--- src/rtl/uart_rx.sv ---
// 8N1 UART receiver: two-FF input synchroniser, mid-bit sampling, one-deep
// output register with valid/ack handshake, framing and overrun flags.
module uart_rx #(
    parameter int CLKS_PER_BIT = 16,
    parameter int DATA_BITS    = 8
) (
    input  logic                 sourceClk,
    input  logic                 reset,
    input  logic                 rx_in,
    input  logic                 rx_ack,
    output logic [DATA_BITS-1:0] rx_byte,
    output logic                 rx_valid,
    output logic                 frame_error,
    output logic                 overrun,
    output logic                 rx_busy
);

    localparam int CNT_W = $clog2(CLKS_PER_BIT);
    localparam int IDX_W = $clog2(DATA_BITS);

    localparam logic [CNT_W-1:0] CNT_ONE  = CNT_W'(1);
    localparam logic [CNT_W-1:0] CNT_HALF = CNT_W'(CLKS_PER_BIT / 2 - 1);
    localparam logic [CNT_W-1:0] CNT_LAST = CNT_W'(CLKS_PER_BIT - 1);
    localparam logic [IDX_W-1:0] IDX_ONE  = IDX_W'(1);
    localparam logic [IDX_W-1:0] IDX_LAST = IDX_W'(DATA_BITS - 1);

    typedef enum logic [2:0] {
        S_IDLE,
        S_START,
        S_DATA,
        S_STOP,
        S_WAIT_IDLE
    } state_t;

    logic                 r_sync1;
    logic                 r_sync2;
    state_t               r_state;
    logic [CNT_W-1:0]     r_cnt;
    logic [IDX_W-1:0]     r_idx;
    logic [DATA_BITS-1:0] r_shift;
    logic [DATA_BITS-1:0] r_byte;
    logic                 r_valid;
    logic                 r_ferr;
    logic                 r_ovr;

    logic                 w_rx_s;
    state_t               w_state_nxt;
    logic [CNT_W-1:0]     w_cnt_nxt;
    logic [IDX_W-1:0]     w_idx_nxt;
    logic [DATA_BITS-1:0] w_shift_nxt;
    logic                 w_load;
    logic                 w_ferr;

    assign w_rx_s = r_sync2;

    // Line idles high, so the synchroniser resets to 1 to avoid a false start.
    always_ff @(posedge sourceClk or posedge reset) begin
        if (reset) begin
            r_sync1 <= 1'b1;
            r_sync2 <= 1'b1;
        end else begin
            r_sync1 <= rx_in;
            r_sync2 <= r_sync1;
        end
    end

    always_ff @(posedge sourceClk or posedge reset) begin
        if (reset) begin
            r_state <= S_IDLE;
        end else begin
            r_state <= w_state_nxt;
        end
    end

    always_comb begin
        w_state_nxt = r_state;
        w_cnt_nxt   = r_cnt + CNT_ONE;
        w_idx_nxt   = r_idx;
        w_shift_nxt = r_shift;
        w_load      = 1'b0;
        w_ferr      = 1'b0;
        unique case (r_state)
            S_IDLE: begin
                w_cnt_nxt = '0;
                if (!w_rx_s) begin
                    w_state_nxt = S_START;
                end
            end
            S_START: begin
                if (r_cnt == CNT_HALF) begin
                    w_cnt_nxt   = '0;
                    w_idx_nxt   = '0;
                    w_state_nxt = w_rx_s ? S_IDLE : S_DATA;
                end
            end
            S_DATA: begin
                if (r_cnt == CNT_LAST) begin
                    w_cnt_nxt          = '0;
                    w_shift_nxt[r_idx] = w_rx_s;
                    if (r_idx == IDX_LAST) begin
                        w_state_nxt = S_STOP;
                    end else begin
                        w_idx_nxt = r_idx + IDX_ONE;
                    end
                end
            end
            S_STOP: begin
                if (r_cnt == CNT_LAST) begin
                    w_cnt_nxt = '0;
                    if (w_rx_s) begin
                        w_load      = 1'b1;
                        w_state_nxt = S_IDLE;
                    end else begin
                        w_ferr      = 1'b1;
                        w_state_nxt = S_WAIT_IDLE;
                    end
                end
            end
            S_WAIT_IDLE: begin
                w_cnt_nxt = '0;
                if (w_rx_s) begin
                    w_state_nxt = S_IDLE;
                end
            end
            default: begin
                w_cnt_nxt   = '0;
                w_state_nxt = S_IDLE;
            end
        endcase
    end

    always_ff @(posedge sourceClk or posedge reset) begin
        if (reset) begin
            r_cnt   <= '0;
            r_idx   <= '0;
            r_shift <= '0;
        end else begin
            r_cnt   <= w_cnt_nxt;
            r_idx   <= w_idx_nxt;
            r_shift <= w_shift_nxt;
        end
    end

    // An ack coinciding with a load consumes the old byte, so no overrun.
    always_ff @(posedge sourceClk or posedge reset) begin
        if (reset) begin
            r_byte  <= '0;
            r_valid <= 1'b0;
            r_ferr  <= 1'b0;
            r_ovr   <= 1'b0;
        end else begin
            r_ferr <= w_ferr;
            if (w_load) begin
                r_byte  <= r_shift;
                r_valid <= 1'b1;
                if (r_valid && !rx_ack) begin
                    r_ovr <= 1'b1;
                end else if (r_valid) begin
                    r_ovr <= 1'b0;
                end
            end else if (r_valid && rx_ack) begin
                r_valid <= 1'b0;
                r_ovr   <= 1'b0;
            end
        end
    end

    assign rx_byte     = r_byte;
    assign rx_valid    = r_valid;
    assign frame_error = r_ferr;
    assign overrun     = r_ovr;
    assign rx_busy     = (r_state != S_IDLE);

endmodule

--- config.mk ---
export PLATFORM = sky130hd
export DESIGN_NAME = uart_rx
export DESIGN_NICKNAME = d
export VERILOG_FILES = /design/src/rtl/uart_rx.sv
export SDC_FILE = /design/constraint.sdc
export NUM_CORES = 1
export LEC_CHECK = 0
export BUFFER_PORTS_ARGS = -buffer_cell sky130_fd_sc_hd__buf_2
export CAP_MARGIN = 5
export CORE_ASPECT_RATIO = 0.6
export CORE_MARGIN = 2
export CORE_UTILIZATION = 51
export CTS_CLUSTER_DIAMETER = 200
export DETAILED_ROUTE_END_ITERATION = 6
export GPL_TIMING_DRIVEN = 0
export PLACE_DENSITY = 0.74
export SLEW_MARGIN = 0
export SYNTH_ARGS = -nofsm -noshare
export SYNTH_HDL_FRONTEND = slang
export SYNTH_SLANG_ARGS = --single-unit
--- constraint.sdc ---
create_clock -name sourceClk -period 1.47 [get_ports sourceClk]
set_input_delay 0.2205 -clock sourceClk [delete_from_list [all_inputs] [get_ports sourceClk]]
set_output_delay 0.2205 -clock sourceClk [all_outputs]
set_load 0.01 [all_outputs]
# Word level (Yosys, flattened, before mapping)
# Index checks and enable logic that the tools add are counted.
# Widths: inputs -> output; s select.
[word_totals]
reg_bits = 31
latch_bits = 0
ramBits = 0
mem_bits_ro = 0
inputBits = 4
output_inout_bits = 12
word_cells = 72
n_memories = 0
[classes]
add_sub_neg = 2
multipliers = 0
n_div = 0
magnitude_cmp = 2
eq_ne = 15
shift = 0
muxes = 30
bitwise = 0
n_reduce_logical = 13
[ops]
columns = ["op", "count"]
rows = [
  ["$mux 3", 10],
  ["$pmux 3 s5", 1],
  ["$ne 2x2->1 const B", 7],
  ["$mux 1", 12],
  ["$bwmux 8", 1],
  ["$mux 4", 2],
  ["$pmux 4 s2", 1],
  ["$eq 3x2->1 const B", 2],
  ["$eq 3x3->1 const B", 2],
  ["$pmux 3 s2", 1],
  ["$reduce_and 6->1", 1],
  ["$add 4x1->4 const B", 1],
  ["$eq 4x3->1 const B", 1],
  ["$eq 4x4->1 const B", 1],
  ["$lt 3x4->1 const B", 1],
  ["$reduce_and 2->1", 2],
  ["$reduce_and 4->1", 1],
  ["$reduce_bool 2->1", 2],
  ["$add 3x1->3 const B", 1],
  ["$demux 1 s3", 1],
  ["$eq 3x1->1 const B", 1],
  ["$ge 3x1->1 const B", 1],
  ["$logic_and 1x1->1", 3],
  ["$logic_not 3->1", 1],
  ["5 further kinds", 5],
]

# Logic depth before layout (Yosys ltp)
# Gate-level depths: netlist of the first run.
[logic_depth]
ltp_word = 5
ltp_mapped = 6
depth_no_buf = 5

# Worst setup path before layout of the first run
# No wires, ideal clock.
[synth_timing]
path_type = "register to register"
from = "register r_cnt[0]"
to = "register r_shift[1]"
setup_time_ns = 0.125
t_arrival_ns = 1.450
required_ns = 1.345
slack_ns = -0.105
stages_incl_launch_ff = 7
n_path_buf = 1
period_less_slack_ns = 1.575
cell_sequence = "dfrtp_1 ha_1 and3_1 buf_4 nand2_1 nor3_1 mux2_2"
[synth_between]
elab_chain_cells = 2
[synth_lines]
columns = ["element", "line_no", "rtl"]
rows = [
  ["start, declared", "38", "logic [CNT_W-1:0] r_cnt;"],
  ["start signal, assigned", "138", "r_cnt <= w_cnt_nxt;"],
  ["$eq 4x4->1", "97", "if (r_cnt == CNT_LAST) begin"],
  ["$reduce_and 2->1 (no source line)", "--", ""],
  ["end signal, assigned", "140", "r_shift <= w_shift_nxt;"],
  ["end, declared", "40", "logic [DATA_BITS-1:0] r_shift;"],
]
# Every way passes these cells.
# A chain may end at the register's enable or synchronous reset.

# Worst setup path after layout of the first run
[layout_timing]
from = "register r_cnt[1]"
to = "register r_shift[1]"
# The elaborated chain is that of the path after synthesis.

==> summary.txt, run 1 <==
Clock Pin Slew Worst Setup and Hold Paths: 0.06 ns
Tmin final: 1.65 ns
DR pass1 iterations: 5
Final Power: 3.14 mW
Die Span Y: 44.6 µm
row cnt: 14
Post-DP HPWL: 1.79 mm
status: complete, but fails checks
metal3 WL: 231 µm
Worst R2R Setup Slack: -0.18 ns
Synth top area share: 51.9%
sequential area share after synthesis: 55.6%
final setup violation count: 20
compound-gate portion of the synthesized area: 6.26%
H-tree depth: 2
HP Start: rx_in
critical path type: reg -> reg
Final Wtd Congestion: 0.840
CP arrival: 1.81 ns
Cells after Synth: 113
worst vdd ir: 1.25 mV
Synthesis Warnings: 0
cell taking the most area after synthesis: dfrtp_1
type of origin of the critical path: flop
antenna violation net count after detailed routing: 0
largest net degree at the start of global routing: 32
syn_nets: 120
Post-Synth Simple-Gate Area: 17.4%
number of synthesized flops with an enable pin: 0
crit path from: r_cnt[1]
Die X: 71.6 µm
worst r2r src: r_cnt[1]
ant diodes: 0
initial antenna violation count: 0
DR top layer: met4
vias in the first global route: 945
CTS Buf Count: 5
total grt overflow: 0
gr usage total: 20.6%
wl on met1: 1.54 mm
Async SR Flop Fraction: 100%
mux cell area share after synthesis: 13.7%
post-synthesis cell type count: 38
Yosys reg bits: 31
boundary pin count: 16
worst skew pair latency: 0.28 ns
placed inst area: 0.00155 mm²
CP endpoint kind: flop
largest family of logic cells by synthesized area: simple AND/OR/NAND/NOR gates
leakage: 0.934 nW
ys flop type: dfrtp_1
WHS: 0.0379 ns
fin worst setup slack: -0.177 ns
Routed WL per cell: 18.5 µm
worst clock skew: 0.00571 ns
PortBufs: 15
vias per cell: 5.75
RSZ-0062 raised after global routing: yes
met2 wire length: 1.60 mm
synthesized area per cell: 12.4 µm²
failing checks: setup timing
Synth Area in Adders: 2.68%
root buffer cell: clkbuf_8
# DRC: 0
CP Max Fanout: 5
NumNets Final: 160
Area Overhead vs Synth: 42.2%
pwr/cell area: 1580 mW/mm²
full die area: 0.00319 mm²
Mapped Area: 0.00140 mm²
via count: 1,070
final wirelength: 3.45 mm
fin. max-slew vios: 0
CP required: 1.64 ns
layout cells sized above 1: 53.2%
Tightest Pin Transition: 0.472 ns
Bufs on Longest Clock Path: 2
min-delay worst type: in -> reg
Tcrit/Tclk final: 112%
Sink Count: 31
Slew HR: 68.5%
fill count: 141
top cells by area, synth: dfrtp_1 52%, mux2_1 8.1%, mux2_2 5.6%
total negative slack: -1.64 ns
first-pass GRT wire length: 4.70 mm
Max Cap Viol: 0
final instance area: 0.00199 mm²
Core Region: 0.00256 mm²
XOR/XNOR Fraction of Synth Area: 1.25%
f_max: 607 MHz
First DRT Iteration DRCs: 76
Hold Fails Final Rpt: 0
initial core utilization: 54.7%
CTS tree: built
Final Util: 77.8%
[cell usage after synthesis, types with 2 or more instances]
cell	instances
dfrtp_1	29
mux2_1	10
mux2_2	7
nor2_1	7
nand3_1	6
nor3_1	5
nand2_1	4
clkbuf_1	3
ha_1	3
inv_1	3
o21ai_0	3
a21oi_1	2
a22o_1	2
a31oi_1	2
buf_4	2
dfstp_2	2
nand4_1	2
[state kept, by name, indices dropped and copies added, names as in the netlist]
register     count
r_idx            3
frame_error      1
overrun          1
r_sync2          1
r_state          3
r_cnt            4
r_shift          8
r_sync1          1
rx_byte          8
rx_valid         1
[where the power goes]
part / internal, mW / total (mW) / switching [mW] / leakage, nW
registers: 0.980 / 1.11 / 0.132 / 0.409
clock network: 0.548 / 0.847 / 0.300 / 0.0612
logic: 0.588 / 1.18 / 0.591 / 0.464
[placed cells by master, fill, tap and decap left out, types with 2 or more instances in the layout]
cell type,n
dfrtp_1,27
inv_1,3
nand4_4,2
nor2_4,2
nand3_1,5
dfrtp_2,2
nor2_1,4
a22o_1,2
nand4_1,2
mux2_4,12
buf_4,14
clkbuf_8,7
a21oi_1,2
nand2_1,3
mux2_1,4
nand2_2,2
dfstp_2,2
buf_6,4
nor3_4,3
buf_2,15
o21ai_0,2
nor3_1,2
[metrics by stage]
| stage | instances | worst slack [ns] |
|---|---|---|
| 2_1_floorplan | 113 | -0.0265 |
| 3_3_place_gp | 160 | -0.158 |
| 3_5_place_dp | 160 | -0.197 |
| 4_1_cts | 179 | -0.104 |
| 5_1_grt | 186 | -0.205 |
| 6_report | 186 | -0.177 |
[critical path, stage by stage, from the launching register on]
cell     delay (ns)
dfrtp_1        0.40
ha_4           0.17
and3_4         0.20
buf_6          0.14
nand2_2        0.10
nor3_2         0.19
mux2_4         0.32
[metal layers]
metal	up-vias	GRT usage [%]
met5	-	0
met4	0	4.53
li1	494	-
met2	41	31.7
met3	12	8.20
met1	523	28.0
[path summary, 6_finish.rpt]
kind,endpoint,cells after the start
setup reg to reg,r_shift[1],6
max in group asynchronous,r_idx[0],4
hold reg to reg,r_sync2,0
min in group asynchronous,r_shift[6],3
setup / recovery,r_shift[1],6
hold / removal,r_sync1,1
[cell type report]
cell class	count	area [µm²]	share of cell area, %
sequential	31	781	39.2
multi-input combinational	74	754	37.9
timing repair buffer	32	229	11.5
clock buffer	6	82.6	4.15
buffer	6	56.3	2.83
tap	32	40.0	2.01
clock inverter	2	35.0	1.76
inverter	3	11.3	0.566
[repair_timing]
item	4_1_cts	5_1_grt
cloned	0	2
setup buffers	11	3
endpoints found under the setup margin	21	23
gates resized for setup	14	28
hold buffers	0	1
pin swaps	7	10
hold endpoints to repair	0	5
[cell families after synthesis]
family | Yosys count
AOI/OAI and AO/OA | 13
xor gates and xnor gates | 2
buffers and inverters | 9
and+or+nand+nor | 38
DFF | 31
adders and majority gates | 3
muxes | 17
Power figures use the tool's default switching activity.
==> run 2: changes to the inputs <==
--- a/config.mk
+++ b/config.mk
@@ -7,13 +7,15 @@
 export LEC_CHECK = 0
 export BUFFER_PORTS_ARGS = -buffer_cell sky130_fd_sc_hd__buf_2
 export CAP_MARGIN = 5
+export CELL_PAD_IN_SITES_DETAIL_PLACEMENT = 1
+export CELL_PAD_IN_SITES_GLOBAL_PLACEMENT = 1
 export CORE_ASPECT_RATIO = 0.6
 export CORE_MARGIN = 2
-export CORE_UTILIZATION = 51
+export CORE_UTILIZATION = 41
 export CTS_CLUSTER_DIAMETER = 200
 export DETAILED_ROUTE_END_ITERATION = 6
 export GPL_TIMING_DRIVEN = 0
-export PLACE_DENSITY = 0.74
+export PLACE_DENSITY_LB_ADDON = 0.1
 export SLEW_MARGIN = 0
 export SYNTH_ARGS = -nofsm -noshare
 export SYNTH_HDL_FRONTEND = slang
==> summary.txt, run 2 (synthesis gave the netlist of run 1 again) <==
worst vdd ir: 0.725 mV
Area Overhead vs Synth: 49.3%
f_max: 583 MHz
Tightest Pin Transition: 1.14 ns
Die Span Y: 49.2 µm
grt peak-use layer: met2
CTS tree: built
hold path cells: 1
CTS Buf Count: 5
final wirelength: 4.58 mm
fin. max-slew vios: 0
Reg2Reg Depth: 5
crit-path cells: buf_6 -> nor3b_4 -> nand2b_1 -> nor4_2 -> mux2_1
NumNets Final: 169
total grt overflow: 0
vias per cell: 5.61
pwr/cell area: 1540 mW/mm²
worst r2r src: r_state[2]
min-delay worst type: in -> reg
most frequent cells in the layout: 27 x dfrtp_1, 21 x buf_4, 15 x buf_2
CP required: 1.64 ns
Final Wtd Congestion: 0.859
slowest stage cell, crit path: dfrtp_1
Tmin final: 1.71 ns
Sink Count: 31
Hold Fails Final Rpt: 0
post-place setup slack: -0.208 ns
HP Start: rx_in
total negative slack: -3.24 ns
r2r endpoint: r_shift[0]
layout cells sized above 1: 60.7%
fill count: 324
largest net degree at the start of global routing: 32
status: complete, but fails checks
full die area: 0.00391 mm²
PortBufs: 15
failing checks: setup timing
Bufs on Longest Clock Path: 2
placed inst area: 0.00156 mm²
root buffer cell: clkbuf_8
Core Region: 0.00326 mm²
gr usage total: 22.5%
Max Cap Viol: 0
type of origin of the critical path: flop
Clock Pin Slew Worst Setup and Hold Paths: 0.07 ns
GR Layer Usage met2: 35.5%
critical path type: reg -> reg
ant diodes: 0
grt met1 use: 29.5%
worst skew pair latency: 0.28 ns
# DRC: 0
boundary pin count: 16
worst clock skew: 0.00474 ns
Post-DP HPWL: 2.04 mm
vias in the first global route: 1,178
Worst R2R Setup Slack: -0.24 ns
CP arrival: 1.88 ns
Die X: 79.4 µm
CP endpoint kind: flop
final instance area: 0.00209 mm²
commonest non-fill, non-tap cell in the layout: dfrtp_1
RSZ-0062 raised after global routing: yes
fin worst setup slack: -0.245 ns
initial core utilization: 42.9%
leakage: 1.00 nW
H-tree depth: 2
initial antenna violation count: 0
final setup violation count: 23
Critical Path Max Stage Delay: 0.39 ns
via count: 1,167
DR pass1 iterations: 4
Routed WL per cell: 22.0 µm
CP Max Fanout: 4
Final Util: 64.0%
First DRT Iteration DRCs: 68
Hold Path End: r_sync1
Tcrit/Tclk final: 117%
hold_buf cts: 0
Slew HR: 23.8%
first-pass GRT wire length: 6.35 mm
grt met3 use: 5.56%
row cnt: 16
antenna violation net count after detailed routing: 0
## run 2: cell types whose count changed in the layout (fill, tap and decap cells not counted), moves of 2 or more
cell	delta
buf_6	+2
nand2_2	-2
buf_4	+7
mux2_4	+2
nand2_4	+2
## run 2: timing repair
item,4_1_cts,5_1_grt
gates resized for setup,36,22
setup endpoints to repair,22,25
gates cloned,1,0
setup buffers,15,13
endpoints found under the hold margin,0,0
pin swaps,12,7
## run 2: where the power goes
group,switching (mW),leakage (nW),internal [mW],total (mW)
clock network,0.321,0.0412,0.330,0.651
logic,0.711,0.553,0.712,1.42
registers,0.156,0.409,0.980,1.14
total,1.19,1.00,2.02,3.21
## run 2: cell type report
type / instances / area (µm²) / area share, %
inverter: 3 / 11.3 / 0.539
clock buffer: 6 / 72.6 / 3.48
clock inverter: 2 / 12.5 / 0.599
sequential: 31 / 781 / 37.4
multi-input combinational: 74 / 793 / 38.0
tap: 45 / 56.3 / 2.70
buffer: 6 / 63.8 / 3.06
timing repair buffer: 41 / 298 / 14.3
## run 2: worst max path at each step
stage                     startpoint    endpoint
after floorplan             r_cnt[0]  r_shift[1]
after global placement      r_cnt[0]  r_shift[5]
after detailed placement    r_cnt[0]  r_shift[5]
final                     r_state[2]  r_shift[0]
after CTS                   r_cnt[0]  r_shift[2]
after global routing      r_state[2]  r_shift[0]
## run 2: worst max-delay path: cells and delay by family (launching register included)
family | cells | cell delay, ns
and+or+nand+nor | 3 | 0.72
DFF | 1 | 0.39
muxes | 1 | 0.35
buffers and inverters | 1 | 0.14
## run 2: metal layers
metal | vias to the layer above | part of all wire [%]
met4 | 0 | 2.7
met1 | 611 | 44
met5 | - | 0
li1 | 506 | -
met2 | 38 | 48
met3 | 12 | 4.9
## run 2: through the flow
stage | total power, mW | hold slack, ns | cells
global placement | 1.75 | 0.328 | 173
global route | 3.40 | 0.00971 | 208
finish | 3.21 | 0.0279 | 208
floorplan | 1.62 | 0.225 | 113
detailed placement | 1.81 | 0.328 | 173
CTS | 2.88 | 0.0231 | 197
